--- src/rtl/pipeline_hazard_scoreboard.sv ---
// Hazard detection and forwarding-select scoreboard for a STAGES-deep back end.
// Tracks in-flight writebacks, freezes ID on RAW hazards, and counts stall cycles.
module pipeline_hazard_scoreboard #(
    parameter int REG_ADDR_WIDTH = 4,
    parameter int STAGES         = 3,
    parameter int SEL_WIDTH      = 2,
    parameter int PERF_WIDTH     = 16
) (
    input  logic                      clk,
    input  logic                      rst,
    input  logic                      enableForwarding,
    input  logic                      id_valid,
    input  logic [REG_ADDR_WIDTH-1:0] id_src1,
    input  logic [REG_ADDR_WIDTH-1:0] id_src2,
    input  logic                      id_has_src1,
    input  logic                      id_has_src2,
    input  logic [REG_ADDR_WIDTH-1:0] id_dst,
    input  logic                      id_wb_en,
    input  logic                      id_mem_read,
    input  logic                      flush,
    output logic                      hazard_detected,
    output logic [SEL_WIDTH-1:0]      exe_sel_src1,
    output logic [SEL_WIDTH-1:0]      exe_sel_src2,
    output logic [PERF_WIDTH-1:0]     stall_count
);

    // The WB slot can never hazard or forward, so only EXE..STAGES-2 are stored,
    // and only the EXE slot's load flag is ever consulted.
    localparam int unsigned TRACK = STAGES - 1;

    logic [TRACK-1:0]          slot_valid;
    logic [TRACK-1:0]          slot_wb_en;
    logic [REG_ADDR_WIDTH-1:0] slot_dst [TRACK];
    logic                      slot0_load;

    logic [TRACK-1:0]          match1;
    logic [TRACK-1:0]          match2;
    logic [SEL_WIDTH-1:0]      fwd_sel1;
    logic [SEL_WIDTH-1:0]      fwd_sel2;
    logic                      issue;

    always_comb begin
        match1 = '0;
        match2 = '0;
        for (int unsigned k = 0; k < TRACK; k++) begin
            match1[k] = id_valid && id_has_src1 && slot_valid[k] && slot_wb_en[k]
                        && (slot_dst[k] == id_src1);
            match2[k] = id_valid && id_has_src2 && slot_valid[k] && slot_wb_en[k]
                        && (slot_dst[k] == id_src2);
        end
    end

    always_comb begin
        if (enableForwarding)
            hazard_detected = slot0_load && (match1[0] || match2[0]);
        else
            hazard_detected = (|match1) || (|match2);
    end

    // Scan oldest to youngest so the youngest matching slot overwrites last.
    always_comb begin
        fwd_sel1 = '0;
        fwd_sel2 = '0;
        for (int unsigned k = TRACK; k > 0; k--) begin
            if (match1[k-1]) fwd_sel1 = SEL_WIDTH'(k);
            if (match2[k-1]) fwd_sel2 = SEL_WIDTH'(k);
        end
    end

    assign issue = id_valid && !flush && !hazard_detected;

    always_ff @(posedge clk) begin
        if (rst) begin
            slot_valid   <= '0;
            slot_wb_en   <= '0;
            slot0_load   <= 1'b0;
            exe_sel_src1 <= '0;
            exe_sel_src2 <= '0;
            stall_count  <= '0;
        end else begin
            for (int unsigned k = 1; k < TRACK; k++) begin
                slot_valid[k] <= slot_valid[k-1];
                slot_wb_en[k] <= slot_wb_en[k-1];
                slot_dst[k]   <= slot_dst[k-1];
            end
            slot_valid[0] <= issue;
            slot_wb_en[0] <= id_wb_en;
            slot_dst[0]   <= id_dst;
            slot0_load    <= id_mem_read;

            if (issue && enableForwarding) begin
                exe_sel_src1 <= fwd_sel1;
                exe_sel_src2 <= fwd_sel2;
            end else begin
                exe_sel_src1 <= '0;
                exe_sel_src2 <= '0;
            end

            if (hazard_detected && (stall_count != '1))
                stall_count <= stall_count + PERF_WIDTH'(1);
        end
    end

endmodule

--- config.mk ---
export PLATFORM = sky130hd
export DESIGN_NAME = pipeline_hazard_scoreboard
export DESIGN_NICKNAME = d
export VERILOG_FILES = /design/src/rtl/pipeline_hazard_scoreboard.sv
export SDC_FILE = /design/constraint.sdc
export NUM_CORES = 1
export LEC_CHECK = 0
export ABC_CLOCK_PERIOD_IN_PS = 2420
export BUFFER_PORTS_ARGS = -buffer_cell sky130_fd_sc_hd__buf_2
export CORE_MARGIN = 2
export CORE_UTILIZATION = 46
export DETAILED_ROUTE_END_ITERATION = 6
export PLACE_DENSITY_LB_ADDON = 0.1
export SYNTH_ARGS = -nofsm -noshare
export SYNTH_HDL_FRONTEND = slang
export SYNTH_SLANG_ARGS = --single-unit
--- constraint.sdc ---
create_clock -name clk -period 2.42 [get_ports clk]
set_input_delay 0.242 -clock clk [delete_from_list [all_inputs] [get_ports clk]]
set_output_delay 0.242 -clock clk [all_outputs]
set_load 0.05 [all_outputs]
==> results of run 1 <==
==> worst paths after layout <==
check | endpoint | slack (ns) | cells past startpoint
setup / recovery | hazard_detected | 0.13 | 6
hold / removal | slot_dst[0][0] | 0.08 | 1
setup reg to reg | stall_count[2] | 0.14 | 8
hold reg to reg | slot_wb_en[1] | 0.50 | 1
==> registers in the layout, summed over array words and instances, names as in the netlist <==
register      cells
stall_count      16
slot_dst          8
exe_sel_src1      2
exe_sel_src2      2
slot_valid        2
slot_wb_en        2
slot0_load        1
==> power by group <==
group	switching (W)	internal [W]
clock	0.000184	0.000111
sequential	0.0000124	0.000580
combinational	0.0000371	0.0000356
total	0.000233	0.000726
==> cells by family (layout without fill, tap and decap cells) <==
kind of cell,after synthesis,after routing,synth area share (%)
AOI/OAI and AO/OA,29,29,14.7
xor gates and xnor gates,20,20,11.2
buffers and inverters,7,54,3.11
adders and majority gates,1,1,0.797
muxes,2,2,1.35
DFF,33,33,47.2
and+or+nand+nor,65,65,21.8
==> cells in the final DEF, fill, tap and decap left out, types with 2 or more instances in the layout <==
master / netlist / final
buf_2: 1 / 40
dfxtp_1: 25 / 23
nand2_1: 13 / 13
xor2_1: 12 / 12
nor2_1: 12 / 12
nand3_1: 9 / 9
edfxtp_1: 8 / 8
xnor2_1: 8 / 7
o21ai_0: 6 / 6
a21oi_1: 7 / 6
nor3_1: 5 / 5
or3_1: 5 / 5
nor2b_1: 5 / 5
clkbuf_4: 0 / 5
o211ai_1: 4 / 4
and3_1: 3 / 3
inv_1: 3 / 3
nand4_1: 2 / 2
or3_4: 2 / 2
or2_2: 2 / 2
a211oi_1: 2 / 2
or4_1: 3 / 2
a2111oi_0: 2 / 2
clkinv_2: 0 / 2
buf_4: 0 / 2
dfxtp_2: 0 / 2
==> repair_timing <==
item,4_1_cts,5_1_grt
endpoints found under the setup margin,1,3
hold buffers,0,0
pin swaps,2,4
buffers inserted,2,0
resized for setup,1,5
==> stage by stage <==
stage / power, W / cells
6_report: 0.000959 / 250
5_1_grt: 0.00100 / 250
4_1_cts: 0.000970 / 250
3_5_place_dp: 0.000674 / 240
3_3_place_gp: 0.000673 / 240
2_1_floorplan: 0.000644 / 157
==> metal layers <==
layer	wire length (microns)	vias up	global-route usage, %
li1	-	661	-
met1	1440	610	20.1
met2	1470	38	28.5
met3	187	6	6.49
met4	63	0	10.0
met5	0	-	0
==> final cells by class <==
| cell class | count | area, sq um | share of cell area [%] |
|---|---|---|---|
| Multi-Input combinational cell | 117 | 802 | 42.4 |
| Tap cell | 46 | 57.6 | 3.04 |
| Sequential cell | 33 | 743 | 39.3 |
| Clock buffer | 6 | 41.3 | 2.18 |
| Clock inverter | 2 | 10.0 | 0.529 |
| Timing Repair Buffer | 43 | 226 | 12.0 |
| Inverter | 3 | 11.3 | 0.595 |
==> worst max-delay path: stages, from the launching register on <==
cell and delay, ns:
edfxtp_1 0.47, xnor2_1 0.19, nand2_1 0.08, or3_4 0.43, a41oi_4 0.18, or2_2 0.19
buf_6 0.17
==> summary.txt, run 1 <==
Status
  • Status: finished clean

Yosys
  • Count leader, synth: dfxtp_1
  • Register area share after synthesis: between 40% and 50%
  • Gate Count Post-Synth: 157
  • Avg Cell Area, Syn: about 10 sq um
  • Area contributors post-synth: dfxtp_1 (32%), edfxtp_1 (15%), xor2_1 (6.7%), xnor2_1 (4.5%), nand2_1 (3.1%)
  • Area leader, netlist: dfxtp_1
  • Top_reg_cell synth: dfxtp_1
  • Syn_nets: approximately 180
  • Synth Warn #: 0
  • Post-synth EDFFs: 8
  • Synthesized flop and latch total: 33
  • Share of the synthesized area in the top cell type: 31.9%
  • Async SR Flop Fraction: 0%
  • Synth unique cells: 38
  • Post-Syn Area: 1570 sq um
  • Commonest cells post-synth: dfxtp_1 (25), nand2_1 (13), nor2_1 (12), xor2_1 (12), nand3_1 (9)

Route
  • Starting DRC count in detailed routing: between 60 and 70
  • Vias per Instance: 5.26
  • Wirelength, routed: 3160 microns
  • Total number of vias: roughly 1,300
  • Drc violations: 0
  • ANT nets after route: 0
  • 1st-pass router iterations: 4
  • Wire length per cell: approximately 13 microns

Global route
  • Total track usage: 17.6%
  • Vias in the first global route: 1,254
  • Initial antenna violation count: 0
  • First-pass GRT wire length: between 5000 and 6000 microns
  • Global route total overflow: 0
  • Largest net degree at the start of global routing: 24

Floorplanning
  • Die W: between 60 and 70 microns
  • Initial Utilization: between 40 and 50%
  • Core ar.: 3310 sq um
  • I/O pin total: 42
  • Site row count: 21
  • Die ar.: roughly 3900 sq um
  • Die Ht: around 62 microns

STA
  • Post-route setup slack: 0.133 ns
  • RSZ-0062 raised after global routing: false
  • Setup violators final: 0
  • Fin crit share: around 95%
  • Minimum clock period: 2.29 ns
  • TNS Setup: 0 ns
  • Fin Hold WS: slightly below 0.08 ns
  • Final Max Slew Viols: 0
  • Final hold vios: 0
  • Fmax: 437 MHz
  • Setup Skew: 0.00935 ns
  • Actual slew at the worst max-slew pin: approximately 0.43 ns
  • Relative slew slack: 71.4%

Place
  • Hpwl dp: about 2300 microns
  • DP Area: between 1500 and 2000 sq um
  • I/O Buffers: 41
  • Pre-CTS setup slack: 0.143 ns
  • Final Wtd Congestion: around 0.77

CTS
  • CTS tree: yes
  • H-tree Lvls: 2
  • Max clock buf depth: 2
  • Worst-Skew Late Latency: around 0.34 ns
  • CTS Sinks: 33
  • TritonCTS buffer count: 5
  • Clk Tree Root Cell: clkbuf_4
  • Clk slew on worst S/H paths: about 0.10 ns

Layout
  • N_diodes: 0
  • # fillers: approximately 340
  • Fin util: between 50% and 60%
  • Fin area: around 1900 sq um
  • Area Overhead vs Synth: 20.5%
  • Layout cells sized above 1: around a third
  • Final nets: roughly 230

Setup path
  • Worst Path Required: 2.18 ns
  • CP max FO: 5
  • CP Data Arrival Time: between 2 and 2.5 ns
  • Critical path startpoint category: flop
  • Worst r2r src: slot_dst[0][0]
  • CP startpoint: slot_dst[0][0]
  • Worst setup path category: reg -> out
  • Worst setup EP type: primary output

Power and ir drop
  • Pwr per Cell Area: a little over 500 nW/um^2
  • Leakage power: 0.755 nW
  • VDD IR max: 291 uV

Worst hold path
  • Hold Crit Start: id_dst[0]
  • Min-delay worst type: in -> reg

Flow run
  • Max_cap viols: 0
Note: power is estimated with default switching activity, not from simulation.
==> run 2: changes to the inputs <==
--- a/config.mk
+++ b/config.mk
@@ -7,9 +7,10 @@
 export LEC_CHECK = 0
 export ABC_CLOCK_PERIOD_IN_PS = 2420
 export BUFFER_PORTS_ARGS = -buffer_cell sky130_fd_sc_hd__buf_2
-export CORE_MARGIN = 2
+export CORE_MARGIN = 1.5
 export CORE_UTILIZATION = 46
 export DETAILED_ROUTE_END_ITERATION = 6
+export GPL_TIMING_DRIVEN = 0
 export PLACE_DENSITY_LB_ADDON = 0.1
 export SYNTH_ARGS = -nofsm -noshare
 export SYNTH_HDL_FRONTEND = slang
==> summary.txt, run 2 (synthesis results as in run 1) <==
Route
  • Drc violations: 0 (unchanged)
  • Vias per Instance: 5.20 (-1.2%)
  • Total number of vias: 1,330 (+1.1%)
  • ANT nets after route: 0 (unchanged)
  • 1st-pass router iterations: 4 (unchanged)
  • Wirelength, routed: 3220 microns (+1.9%)
  • Starting DRC count in detailed routing: 64 (+1.6%)
  • Wire length per cell: 12.6 microns (-0.52%)

STA
  • TNS Setup: 0 ns (unchanged)
  • Actual slew at the worst max-slew pin: 0.406 ns (-0.0229 ns)
  • Post-route setup slack: 0.0950 ns (-0.0381 ns)
  • Final Max Slew Viols: 0 (unchanged)
  • Minimum clock period: 2.33 ns (+0.0381 ns)
  • Setup violators final: 0 (unchanged)
  • Relative slew slack: 72.8% (+1.4 points)
  • RSZ-0062 raised after global routing: true
  • Setup Skew: 0.0118 ns (+0.00246 ns)
  • Fmax: 430 MHz (-1.6%)
  • Fin crit share: 96.1% (+1.6 points)
  • Final hold vios: 0 (unchanged)

Global route
  • M2 GR Usage: 32.4% (+3.9 points)
  • Largest net degree at the start of global routing: 11 (-54%)
  • Met1 Use GR: 24.4% (+4.3 points)
  • Total track usage: 19.6% (+1.9 points)
  • First-pass GRT wire length: 5380 microns (-1.0%)
  • Most Crowded Layer GR: met2
  • Global route total overflow: 0 (unchanged)
  • Met3 usage: 5.67% (-0.81 points)
  • Vias in the first global route: 1,235 (-1.5%)
  • Initial antenna violation count: 0 (unchanged)

Flow run
  • Max_cap viols: 0 (unchanged)

Layout
  • Largest register FFs: 16 (unchanged)
  • Reg with most FFs: stall_count
  • Area Overhead vs Synth: 25.6%
  • N_diodes: 0 (unchanged)
  • Largest regs: stall_count x16, slot_dst x8
  • Fin area: 1970 sq um (+4.2%)
  • Final nets: 231 (+2.7%)
  • Leading cell type in the layout, fill and taps excluded: buf_2
  • Layout cells sized above 1: 33.3% (+1.5 points)
  • Fin util: 59.6% (+2.4 points)
  • Most frequent cells in the layout: buf_2 (40), dfxtp_1 (23), nand2_1 (12), xor2_1 (12), nor2_1 (12)

Status
  • Status: finished clean

Setup path
  • FF-to-FF setup slack: 0.12 ns (-0.02 ns)
  • CP max FO: 5 (unchanged)
  • Worst r2r src: slot_dst[0][2]
  • R2r endpoint: stall_count[10]
  • CP max-delay cell: edfxtp_1
  • Critical path startpoint category: flop
  • Worst Path Required: 2.18 ns (about the same)
  • Worst setup EP type: primary output
  • Worst setup path category: reg -> out
  • Worst-case reg-to-reg path depth: 10 (+2)
  • Slowest cell delay on critical path: 0.43 ns (-0.04 ns)
  • CP top delay family: simple AND/OR/NAND/NOR gates
  • CP Data Arrival Time: 2.08 ns (+0.04 ns)
  • WP buf/inv: 2 (+1)
  • Crit-path cells: buf_6 -> xnor2_4 -> nand2_2 -> or3_4 -> a41oi_4 -> or2_4 -> buf_8

Floorplanning
  • Die ar.: 3770 sq um (-3.2%)
  • Initial Utilization: 47.4% (unchanged)
  • Die W: 61.4 microns (-1.6%)
  • I/O pin total: 42 (unchanged)
  • Die Ht: 61.4 microns (-1.6%)
  • Site row count: 21 (unchanged)
  • Core ar.: 3310 sq um (unchanged)

Power and ir drop
  • Pwr per Cell Area: 493 nW/um^2 (-2.8%)
  • Total power: 0.000971 W (+1.3%)
  • VDD IR max: 332 uV (+14%)
  • Leakage power: 0.792 nW (+4.9%)

Place
  • Final Wtd Congestion: 0.837 (+9.1%)
  • DP Area: 1840 sq um (+2.1%)
  • I/O Buffers: 41 (unchanged)
  • Hpwl dp: 2400 microns (+2.8%)
  • Pre-CTS setup slack: 0.154 ns (+0.0108 ns)

CTS
  • Clk slew on worst S/H paths: 0.09 ns (about the same)
  • CTS tree: yes
  • TritonCTS buffer count: 5 (unchanged)
  • Hold_buf cts: 0 (unchanged)
  • H-tree Lvls: 2 (unchanged)
  • Clk Tree Root Cell: clkbuf_4
  • Worst-Skew Late Latency: 0.34 ns (about the same)
  • CTS Sinks: 33 (unchanged)
  • Max clock buf depth: 2 (unchanged)

Worst hold path
  • Hold depth: 1 (unchanged)
  • Hold Path End: slot_dst[0][2]
  • Hold Crit Start: id_dst[2]
  • Min-delay worst type: in -> reg
[run 2: power breakdown]
group	internal, W	switching [W]	total [W]
clock network	0.000110	0.000182	0.000292
logic	0.0000460	0.0000413	0.0000874
registers	0.000580	0.0000120	0.000592
total	0.000736	0.000235	0.000971
[run 2: through the flow]
step	hold slack, ns	instances
finish	0.0837	256
global route	0.0592	256
CTS	0.0700	254
detailed placement	0.421	244
global placement	0.419	244
floorplan	0.341	157
[run 2: worst register-to-register path: stages (launching register included)]
cell and delay [ns]:
edfxtp_1 0.43, buf_6 0.15, xnor2_4 0.12, nand2_2 0.08, or3_4 0.37, a41oi_4 0.25, buf_6 0.15, o21ai_4 0.08
buf_6 0.15, or3_1 0.32, a21oi_2 0.14
[run 2: final cells by class]
cell class,count,area [sq um]
fill,324,1340
inverter,3,11.3
multi-input combinational,117,816
timing repair buffer,46,260
sequential,33,743
clock buffer,6,41.3
tap,46,57.6
buffer,3,32.5
clock inverter,2,10.0
[run 2: how the worst max path moves through the flow]
| stage | startpoint | end | slack [ns] | cells after the start |
|---|---|---|---|---|
| finish | slot_dst[0][2] | hazard_detected | 0.09 | 7 |
| global route | slot_dst[0][1] | hazard_detected | -0.02 | 6 |
| CTS | slot_dst[0][1] | hazard_detected | 0.05 | 6 |
| detailed placement | slot_dst[0][5] | hazard_detected | 0.15 | 7 |
| global placement | slot_dst[0][2] | hazard_detected | 0.18 | 7 |
| floorplan | stall_count[3] | stall_count[1] | 0.05 | 7 |
[run 2: what timing repair did]
item                                    4_1_cts  5_1_grt
pin swaps                                     5        7
cloned                                        0        0
resized for setup                             4        7
endpoints found under the setup margin        1        5
buffers inserted                              3        2
[run 2: layer usage]
| layer | share of wire [%] | wire length [microns] |
|---|---|---|
| met1 | 46 | 1480 |
| met2 | 47 | 1520 |
| met3 | 5.1 | 163 |
| met4 | 1.7 | 55 |
| met5 | 0 | 0 |
==> run 3: changes to the inputs <==
--- a/config.mk
+++ b/config.mk
@@ -9,9 +9,10 @@
 export BUFFER_PORTS_ARGS = -buffer_cell sky130_fd_sc_hd__buf_2
 export CORE_MARGIN = 1.5
 export CORE_UTILIZATION = 46
+export CTS_BUF_LIST = sky130_fd_sc_hd__clkbuf_8
 export DETAILED_ROUTE_END_ITERATION = 6
 export GPL_TIMING_DRIVEN = 0
-export PLACE_DENSITY_LB_ADDON = 0.1
+export PLACE_DENSITY = 0.73
 export SYNTH_ARGS = -nofsm -noshare
 export SYNTH_HDL_FRONTEND = slang
 export SYNTH_SLANG_ARGS = --single-unit
==> summary.txt, run 3 (synthesis results as in run 1) <==
Layout
  • Final nets: 230 (-0.43%)
  • N_diodes: 0 (unchanged)
  • Largest register FFs: 16 (unchanged)
  • Largest regs: stall_count x16, slot_dst x8
  • Layout cells sized above 1: 32.1% (-1.3 points)
  • Most frequent cells in the layout: buf_2 (40), dfxtp_1 (23), nand2_1 (13)
  • Reg with most FFs: stall_count
  • Leading cell type in the layout, fill and taps excluded: buf_2
  • # fillers: 312 (-3.7%)
  • Area Overhead vs Synth: 27.7%

Route
  • ANT nets after route: 0 (unchanged)
  • Vias per Instance: 5.28 (+1.7%)
  • Wirelength, routed: 3330 microns (+3.4%)
  • Wire length per cell: 13.1 microns (+3.9%)
  • Total number of vias: 1,347 (+1.3%)
  • 1st-pass router iterations: 4 (unchanged)
  • Met2 Routed Length: 1740 microns (+14%)
  • Drc violations: 0 (unchanged)
  • DR WL met3: 185 microns (+13%)
  • Top layer in use: met4
  • Starting DRC count in detailed routing: 79 (+23%)
  • Wl on met1: 1370 microns (-7.1%)

CTS
  • Worst-Skew Late Latency: 0.28 ns (-0.06 ns)
  • H-tree Lvls: 2 (unchanged)
  • Max clock buf depth: 2 (unchanged)
  • Hold_buf cts: 0 (unchanged)
  • CTS Sinks: 33 (unchanged)
  • Clk slew on worst S/H paths: 0.07 ns (-0.02 ns)
  • Clk Tree Root Cell: clkbuf_8
  • CTS tree: yes
  • TritonCTS buffer count: 5 (unchanged)

STA
  • Fin crit share: 94.4% (-1.7 points)
  • Setup Skew: 0.00466 ns (-0.00714 ns)
  • Relative slew slack: 73.6% (+0.76 points)
  • Final hold vios: 0 (unchanged)
  • Minimum clock period: 2.28 ns (-0.0416 ns)
  • Setup violators final: 0 (unchanged)
  • TNS Setup: 0 ns (unchanged)
  • Final Max Slew Viols: 0 (unchanged)
  • Fmax: 438 MHz (+1.8%)
  • Actual slew at the worst max-slew pin: 0.395 ns (-0.0113 ns)

Floorplanning
  • I/O pin total: 42 (unchanged)
  • Die W: 61.4 microns (unchanged)
  • Die Ht: 61.4 microns (unchanged)
  • Core ar.: 3310 sq um (unchanged)
  • Die ar.: 3770 sq um (unchanged)
  • Site row count: 21 (unchanged)
  • Initial Utilization: 47.4% (unchanged)

Power and ir drop
  • Total power: 0.00120 W (+23%)
  • Leakage power: 0.811 nW (+2.5%)
  • VDD IR max: 327 uV (-1.7%)
  • Pwr per Cell Area: 598 nW/um^2 (+21%)

Place
  • I/O Buffers: 41 (unchanged)
  • Hpwl dp: 2530 microns (+5.5%)
  • Final Wtd Congestion: 0.760 (-9.2%)

Global route
  • Initial antenna violation count: 0 (unchanged)
  • Vias in the first global route: 1,259 (+1.9%)
  • Total track usage: 19.2% (-0.41 points)
  • Global route total overflow: 0 (unchanged)
  • Largest net degree at the start of global routing: 11 (unchanged)
  • First-pass GRT wire length: 5170 microns (-3.9%)

Setup path
  • CP max FO: 10 (+5)
  • Worst setup path category: reg -> reg
  • Critical path startpoint category: flop
  • Worst Path Required: 2.64 ns (+0.46 ns)
  • CP Data Arrival Time: 2.50 ns (+0.42 ns)
  • Worst setup EP type: flop

Flow run
  • Max_cap viols: 0 (unchanged)

Worst hold path
  • Min-delay worst type: in -> reg

Status
  • Status: finished clean
[run 3: cell count changes in the layout (fill, tap and decap cells not counted), sizes merged]
cell / change
inv: +1
bufinv: +1
clkinv: -2
buf: -1
[run 3: repair_timing]
| action | CTS | global route |
|---|---|---|
| setup endpoints to repair | 1 | 5 |
| buffers inserted | 3 | 1 |
| resized for setup | 1 | 6 |
| pin swaps | 2 | 9 |
[run 3: path summary, 6_finish.rpt]
| path | start | endpoint | slack [ns] | cells after the start |
|---|---|---|---|---|
| max | slot_dst[0][6] | stall_count[10] | 0.14 | 9 |
| max reg2reg | slot_dst[0][6] | stall_count[10] | 0.14 | 9 |
| min reg2reg | slot_wb_en[0] | slot_wb_en[1] | 0.49 | 1 |
| min | id_dst[0] | slot_dst[0][0] | 0.14 | 1 |
[run 3: layout make-up]
cell class,count,area (sq um),area share [%]
Buffer,3,32.5,1.62
Clock buffer,6,82.6,4.12
Clock inverter,2,33.8,1.68
Inverter,3,11.3,0.561
Multi-Input combinational cell,117,792,39.5
Sequential cell,33,743,37.1
Tap cell,46,57.6,2.87
Timing Repair Buffer,45,253,12.6
[run 3: power by group]
group	switching, W	internal, W
clock network	0.000193	0.000331
logic	0.0000412	0.0000420
registers	0.0000116	0.000580
[run 3: layer usage]
layer	up-vias	track usage (%)
met5	-	0
met4	0	9.12
met3	4	5.67
met2	40	34.0
met1	634	20.8
li1	669	-
[run 3: metrics by stage]
stage	cell area (sq um)	hold slack (ns)	cells	util (%)	worst slack [ns]
2_1_floorplan	1570	0.341	157	-	0.0514
3_3_place_gp	1840	0.418	244	55.4	0.173
4_1_cts	1980	0.126	255	59.7	0.00230
6_report	2010	0.135	255	60.6	0.137
5_1_grt	2010	0.122	255	60.6	-0.0151
3_5_place_dp	1840	0.421	244	55.4	0.128
[run 3: critical path: stages (launching register included)]
cell and delay, ns:
edfxtp_1 0.43, xor2_1 0.17, nor4_1 0.33, nand3_1 0.21, a41oi_4 0.27, buf_6 0.15, o21ai_4 0.07, buf_6 0.15
or3_1 0.32, a21oi_2 0.13
